**src/rtl/fetch_unit_pkg.sv**
```systemverilog
// Shared types and constants for the instruction-fetch stage.
package fetch_unit_pkg;

  localparam int unsigned XLEN             = 32;
  localparam logic [31:0] NOP_INSTR        = 32'h0000_0000;
  localparam logic [31:0] DEFAULT_RESET_PC = 32'h0000_0000;

  typedef struct packed {
    logic [XLEN-1:0] instr;
    logic [XLEN-1:0] pc;
  } fetch_entry_t;

  localparam int unsigned ENTRY_W = $bits(fetch_entry_t);

endpackage

```
**src/rtl/fetch_buffer.sv**
```systemverilog
// Two-entry synchronous FIFO holding fetched {instr, pc} pairs for decode.
module fetch_buffer
  import fetch_unit_pkg::*;
(
  input  logic               clk,
  input  logic               rst_n,
  input  logic               i_push,
  input  logic               i_pop,
  input  logic               i_clear,
  input  logic [ENTRY_W-1:0] i_entry,
  output logic [ENTRY_W-1:0] o_head,
  output logic               o_valid,
  output logic [1:0]         o_count
);

  fetch_entry_t r_mem [2];
  logic         r_head;
  logic [1:0]   r_count;
  logic         w_tail;

  // With two slots the tail is head + count mod 2; when full that is the
  // head slot itself, which is exactly where a same-cycle pop+push lands.
  assign w_tail = r_head ^ r_count[0];

  always_ff @(posedge clk or negedge rst_n) begin
    if (!rst_n) begin
      r_mem[0] <= '0;
      r_mem[1] <= '0;
      r_head   <= 1'b0;
      r_count  <= '0;
    end else if (i_clear) begin
      r_head  <= 1'b0;
      r_count <= '0;
    end else begin
      if (i_push) r_mem[w_tail] <= fetch_entry_t'(i_entry);
      if (i_pop)  r_head <= ~r_head;
      case ({i_push, i_pop})
        2'b10:   r_count <= r_count + 2'd1;
        2'b01:   r_count <= r_count - 2'd1;
        default: r_count <= r_count;
      endcase
    end
  end

  assign o_valid = (r_count != 2'd0);
  assign o_head  = o_valid ? ENTRY_W'(r_mem[r_head]) : '0;
  assign o_count = r_count;

endmodule

```
**src/rtl/fetch_unit.sv**
```systemverilog
// Instruction-fetch stage: PC register, fetch buffer and redirect handling.
module fetch_unit
  import fetch_unit_pkg::*;
#(
  parameter logic [31:0] RESET_PC  = DEFAULT_RESET_PC,
  parameter int unsigned BUF_DEPTH = 2
) (
  input  logic        CLK,
  input  logic        RESET_N,
  output logic [31:0] PC_F,
  input  logic [31:0] Instr_F,
  input  logic        BranchTaken_E,
  input  logic [31:0] BranchTarget_E,
  output logic        Valid_D,
  input  logic        Ready_D,
  output logic [31:0] Instr_D,
  output logic [31:0] PC_D,
  output logic [31:0] PCPlus8_D
);

  logic [31:0]        r_pc;
  logic [1:0]         w_count;
  logic               w_pop;
  logic               w_push;
  logic               w_has_room;
  fetch_entry_t       w_push_entry;
  fetch_entry_t       w_head;
  logic [ENTRY_W-1:0] w_head_bits;

  // A redirect masks Ready_D, so the head is neither consumed nor counted.
  assign w_pop      = Valid_D & Ready_D & ~BranchTaken_E;
  assign w_has_room = (w_count < 2'(BUF_DEPTH));
  assign w_push     = ~BranchTaken_E & (w_has_room | w_pop);

  assign w_push_entry.instr = Instr_F;
  assign w_push_entry.pc    = r_pc;

  always_ff @(posedge CLK or negedge RESET_N) begin
    if (!RESET_N) begin
      r_pc <= RESET_PC;
    end else if (BranchTaken_E) begin
      r_pc <= BranchTarget_E & 32'hFFFF_FFFC;
    end else if (w_push) begin
      r_pc <= r_pc + 32'd4;
    end
  end

  fetch_buffer u_buf (
    .clk     (CLK),
    .rst_n   (RESET_N),
    .i_push  (w_push),
    .i_pop   (w_pop),
    .i_clear (BranchTaken_E),
    .i_entry (w_push_entry),
    .o_head  (w_head_bits),
    .o_valid (Valid_D),
    .o_count (w_count)
  );

  assign w_head    = fetch_entry_t'(w_head_bits);
  assign PC_F      = r_pc;
  assign Instr_D   = w_head.instr;
  assign PC_D      = w_head.pc;
  assign PCPlus8_D = w_head.pc + 32'd8;

endmodule

```
**config.mk**
```make
export PLATFORM = sky130hd
export DESIGN_NAME = fetch_unit
export DESIGN_NICKNAME = d
export VERILOG_FILES = /design/src/rtl/fetch_unit_pkg.sv /design/src/rtl/fetch_buffer.sv /design/src/rtl/fetch_unit.sv
export SDC_FILE = /design/constraint.sdc
export NUM_CORES = 1
export LEC_CHECK = 0
export CORE_MARGIN = 3
export CORE_UTILIZATION = 54
export CTS_CLUSTER_DIAMETER = 50
export DETAILED_ROUTE_END_ITERATION = 16
export PLACE_DENSITY = 0.89
export SETUP_SLACK_MARGIN = 0.1
export SYNTH_ARGS = -nofsm -noshare
export SYNTH_HDL_FRONTEND = slang
export SYNTH_SLANG_ARGS = --single-unit
```
**constraint.sdc**
```tcl
create_clock -name CLK -period 10 [get_ports CLK]
set_input_delay 1.5 -clock CLK [delete_from_list [all_inputs] [get_ports CLK]]
set_output_delay 1.5 -clock CLK [all_outputs]
set_load 0.005 [all_outputs]
```
## Yosys cells after proc, flatten, opt, wreduce, memory -nomap -nowiden

Index checks and enable logic that the tools add are counted.

| storage, ports and cells | value |
|---|---|
| bits in registers | 163 |
| bits of input ports | 68 |
| output and inout bits | 129 |

| operators by class | value |
|---|---|
| add/subtract/negate cells | 4 |
| order comparisons | 4 |
| eq/ne operators | 2 |
| mux-type cells | 13 |
| bitwise operators | 9 |
| reduce and logical (&&, ||, !) cells | 6 |

Operators with widths:

| kind | count |
|---|---|
| $mux W64 | 5 |
| $bwmux W128 | 1 |
| $demux W64 S1 | 1 |
| $mux W32 | 2 |
| $add A32 B3 Y32 const B | 1 |
| $add A32 B4 Y32 const B | 1 |
| $reduce_bool A2 Y1 | 3 |
| $ge A2 B2 Y1 const B | 2 |
| $not A1 Y2 | 2 |
| $pmux W2 S2 | 1 |
| $and A1 B1 Y1 | 3 |
| $reduce_bool A3 Y1 | 1 |
| $add A2 B1 Y2 const B | 1 |
| $eq A2 B1 Y1 const B | 1 |
| $eq A2 B2 Y1 const B | 1 |
| $lt A2 B1 Y1 const B | 1 |
| $lt A2 B2 Y1 const B | 1 |
| $mux W1 | 2 |
| $mux W2 | 1 |
| $not A1 Y1 | 2 |
| $reduce_and A2 Y1 | 1 |
| $sub A2 B1 Y2 const B | 1 |
| $logic_and A1 B1 Y1 | 1 |
| $or A1 B1 Y1 | 1 |
| $xor A1 B1 Y1 | 1 |

## Logic depth before layout (Yosys ltp)

| depth | value |
|---|---|
| word-level depth | 8 |
| depth in mapped cells | 13 |
| mapped depth without buffers | 9 |

## Hierarchy

From an unflattened synthesis, not the netlist that was laid out.

| unflattened totals | value |
|---|---|
| cells, all modules | 746 |
| area total of the unflattened synthesis | 8738.4 um^2 |

By module, submodules not included:

| module | times used | cells each | area each (um^2) | seq. area each (um^2) |
|---|---|---|---|---|
| fetch_buffer | 1 | 432 | 6179.7 | 3278.1 |
| fetch_unit | 1 | 314 | 2558.7 | 750.7 |

## Least setup slack after synthesis

No wires, ideal clock.

| timing | value |
|---|---|
| path type | flip-flop to output port |
| from | reg u_buf.r_count[1] (netlist: u_buf.o_count[1]) |
| to | out PCPlus8_D[31] |
| arrival time | 3.135 ns |
| data required time | 8.500 ns |
| setup slack | 5.365 ns |
| stages on the path, launching flop included | 14 |
| buffers on the path | 4 |
| cell sequence | dfrtp_1 > clkbuf_1 > inv_1 > ha_1 > buf_6 > clkbuf_1 > clkbuf_1 > or2_2 > inv_1 > ha_1 > nor4b_4 > nand4_2 > nor4_1 > xor2_1 |

| on the way | value |
|---|---|
| longest elaborated chain between the ends | 3 |

RTL lines:

| item | line | text |
|---|---|---|
| start, declared | fetch_buffer.sv:18 | `logic [1:0] r_count;` |
| start signal, assigned | fetch_buffer.sv:38 | `2'b10: r_count <= r_count + 2'd1;` |
| start signal, assigned | fetch_buffer.sv:39 | `2'b01: r_count <= r_count - 2'd1;` |
| start signal, assigned | fetch_buffer.sv:40 | `default: r_count <= r_count;` |
| $reduce_bool A2 Y1 | fetch_buffer.sv:45 | `assign o_valid = (r_count != 2'd0);` |
| $mux W64 | fetch_buffer.sv:46 | `assign o_head = o_valid ? ENTRY_W'(r_mem[r_head]) : '0;` |
| named net PC_D[3] | fetch_unit.sv:17 | `output logic [31:0] PC_D,` |
| $add A32 B4 Y32 | fetch_unit.sv:64 | `assign PCPlus8_D = w_head.pc + 32'd8;` |
| end, declared | fetch_unit.sv:18 | `output logic [31:0] PCPlus8_D` |

The timed path passes the listed nets, and every way through them passes these cells.

## Worst setup path after layout

| timing | value |
|---|---|
| from | reg u_buf.r_head |
| to | out PCPlus8_D[23] |

| on the way | value |
|---|---|
| longest elaborated chain between the ends | 6 |

RTL lines:

| item | line | text |
|---|---|---|
| start, declared | fetch_buffer.sv:17 | `logic r_head;` |
| start signal, assigned | fetch_buffer.sv:36 | `if (i_pop) r_head <= ~r_head;` |
| $not A1 Y2 (not written as such) | fetch_buffer.sv:46 |  |
| $mux W64 (not written as such) (3 in a row) | fetch_buffer.sv:46 |  |
| $mux W64 | fetch_buffer.sv:46 |  |
| $add A32 B4 Y32 | fetch_unit.sv:64 |  |

Every way passes these cells. The select of a mux whose other input is x is not followed.

==> metrics.md <==
| Metric | Value |
|---|---|
| Routed vias/inst | between 5 and 6 |
| TritonCTS buffer count | 17 |
| GP Congestion | roughly 0.81 |
| Final ANT Viol Nets | 0 |
| Pre-antenna DRT Iters | 5 |
| Ports | just under 200 |
| Wire length per cell | between 15 and 20 um |
| MaxCap Viol Count | 0 |
| Period utilization | 0.535 |
| Initial DRC count | between 400 and 500 |
| Port Buf Inserts | approximately 190 |
| Layout area overhead | 30.1% |
| Cell taking the most area after synthesis | dfrtp_1 |
| Area of the mapped netlist | ~8200 um2 |
| Status | completed |
| Warnings, synthesis | 0 |
| Number of remaining DRC errors | 0 |
| Setup TNS | 0 ps |
| Final HPWL DP | roughly 14 mm |
| Relative slew slack | 0.309 |
| Seq/Total Area, Yosys | 0.479 |
| Async SR Flop Fraction | 1.00 |
| Skew final | approximately 7.0 ps |
| Ant. Diodes | 0 |
| First-pass GRT wire length | 31.2 mm |
| Std-Cell Rows | 44 |
| Max Freq | approximately 190 MHz |
| Netlist cell types | between 40 and 50 |
| Crit path DAT | between 3000 and 4000 ps |
| RSZ-0062 raised after global routing | no |
| CTS Sinks | ~160 |
| Worst setup SP type | register |
| Crit path kind | register to primary output |
| Synth top area share | 0.479 |
| Critical path data required time | roughly 8500 ps |
| Worst-Skew Late Latency | about 420 ps |
| Fraction of layout cells with a size suffix above 1 | 0.189 |
| Max-slew violations | 0 |
| Setup bufs post-CTS | 0 |
| CTS tree | built |
| Width of the die | 129 um |
| Root buf cell | clkbuf_16 |
| Area of the multi-input gates | just under 4000 um2 |
| Critical Path Fanout Max | a little over 50 |
| Final Util | 0.726 |
| Fin. Hold Viols | 0 |
| CP delay by family, top | simple AND/OR/NAND/NOR gates |
| Most instantiated cells after synthesis | 157 x dfrtp_1, 117 x mux2_2, 67 x nor2_1 |
| Tot GR Track Use | 0.238 |
| Vias in the first global route | just over 6000 |
| Initial core utilization | 0.558 |
| P_leak | between 4 and 5 nW |
| Cell breakdown of the critical path | mux2i_1 > or2_2 > inv_1 > ha_1 > nor4b_4 > nand4_2 > nor3_1 > xor2_1 > clkdlybuf4s50_1 |
| Post-synthesis cell count | 727 |
| Largest net degree at the start of global routing | 83 |
| Worst-Margin Slew | approximately 1000 ps |
| H-tree Lvls | 4 |
| Die height | 129 um |
| Reg clk slew, reported paths | approximately 60 ps |
| Via count | around 6100 |
| Peak supply drop | 0.206 mV |
| Count leader, synth | dfrtp_1 |
| Core area | 14700 um2 |
| EDFF count, synth | 0 |
| Pwr per Cell Area | roughly 310 nW/um2 |
| Final Critical Period | 5350 ps |
| Fin nets | slightly below 1000 |
| Critical Path Max Stage Delay | 870 ps |
| Seq cells post-synth | 157 |
| # setup viols final | 0 |
| Post-CTS sizing | 0 |
| Synthesized area per cell | about 11 um2 |
| Setup crit end kind | primary output |
| Register area | 3930 um2 |
| CP bufs+invs | 2 |
| Die ar. | between 15000 and 20000 um2 |
| Synth top area cells | dfrtp_1 48%, mux2_2 16%, mux2i_1 7.6% |
| Initial antenna violation count | 1 |
| Final WL | 20.0 mm |
| Clock tree buffer depth | 2 |
| Main synth FF type | dfrtp_1 |
| Total gr overflow | 0 |
| Layout fillers | 1037 |
| Hold_buf cts | 0 |
| Slowest CP cell | dfrtp_4 |
| Worst hold path type | register to register |
-- final timing paths --
path	startpoint	to	slack, ps	depth (start not counted)
max	u_buf.r_head$_DFFE_PN0P_	PCPlus8_D[23]	4650	9
min	u_buf.r_mem[38]$_DFFE_PN0P_	u_buf.r_mem[38]$_DFFE_PN0P_	500	1
max reg2reg	u_buf.o_count[1]$_DFFE_PN0P_	u_buf.r_mem[127]$_DFFE_PN0P_	6660	8
min reg2reg	u_buf.r_mem[38]$_DFFE_PN0P_	u_buf.r_mem[38]$_DFFE_PN0P_	500	1
max in group asynchronous	RESET_N	u_buf.r_head$_DFFE_PN0P_	7300	2
min in group asynchronous	RESET_N	PC_F[6]$_DFFE_PN0P_	1080	1
-- sequential cells by signal, indices dropped and copies added (netlist names) --
signal / count
u_buf.r_mem: 124
PC_F: 30
u_buf.o_count: 2
u_buf.r_head: 1
-- logic make-up after synthesis --
logic type | after synthesis | synth area share
compound gates | 53 | 0.0410
xor+xnor | 58 | 0.0619
fa+ha+maj | 3 | 0.00458
buf+inv | 58 | 0.0427
flops | 157 | 0.479
mux | 183 | 0.242
other cells | 1 | 0.000457
simple gates | 214 | 0.129
-- per-layer routing --
metal / global-route usage / wire (um)
met1: 0.289 / 8060
met2: 0.397 / 9950
met3: 0.0886 / 1620
met4: 0.0760 / 325
met5: 0 / 13
-- cell type report --
type / instances / area share
Clock buffer: 23 / 0.0448
Inverter: 10 / 0.00352
Clock inverter: 9 / 0.0102
Sequential cell: 157 / 0.368
Timing Repair Buffer: 196 / 0.182
Tap cell: 184 / 0.0216
Multi-Input combinational cell: 517 / 0.370
-- placed cells by master, fill, tap and decap left out, types with 10 or more instances in the layout --
cell type,netlist,routed
mux2i_1,62,62
mux2_2,117,117
clkbuf_16,0,17
clkdlybuf4s50_1,0,186
o21ai_0,27,27
nand2_1,61,61
dfrtp_1,157,156
nand4_1,13,13
inv_1,10,10
o21ai_1,11,11
xnor2_1,17,17
nand3_1,28,28
xor2_1,41,41
nor2_1,67,67
-- report_power, final --
part / internal, mW / switching (mW)
Combinational: 0.915 / 0.657
Clock: 0.388 / 0.252
Sequential: 0.914 / 0.226
-- per-stage QoR --
| stage | instances | area [um2] | hold slack (ps) | setup WS (ps) | total power, mW |
|---|---|---|---|---|---|
| finish | 1096 | 10700 | 495 | 4650 | 3.35 |
| global route | 1096 | 10700 | 521 | 4320 | 3.56 |
| CTS | 1096 | 10700 | 500 | 4620 | 3.38 |
| detailed placement | 1064 | 10100 | 487 | 5070 | 2.71 |
| global placement | 1064 | 10100 | 468 | 5120 | 2.64 |
| floorplan | 732 | 8220 | 458 | 5370 | 2.03 |
-- worst register-to-register path, cell delays in order, from the launching register on --
cell	delay, ps
dfrtp_1	530
inv_1	140
ha_2	210
buf_4	370
or3b_1	640
and2_1	260
nor3b_2	190
buf_4	450
mux2_2	430
Note: power is estimated with default switching activity, not from simulation.
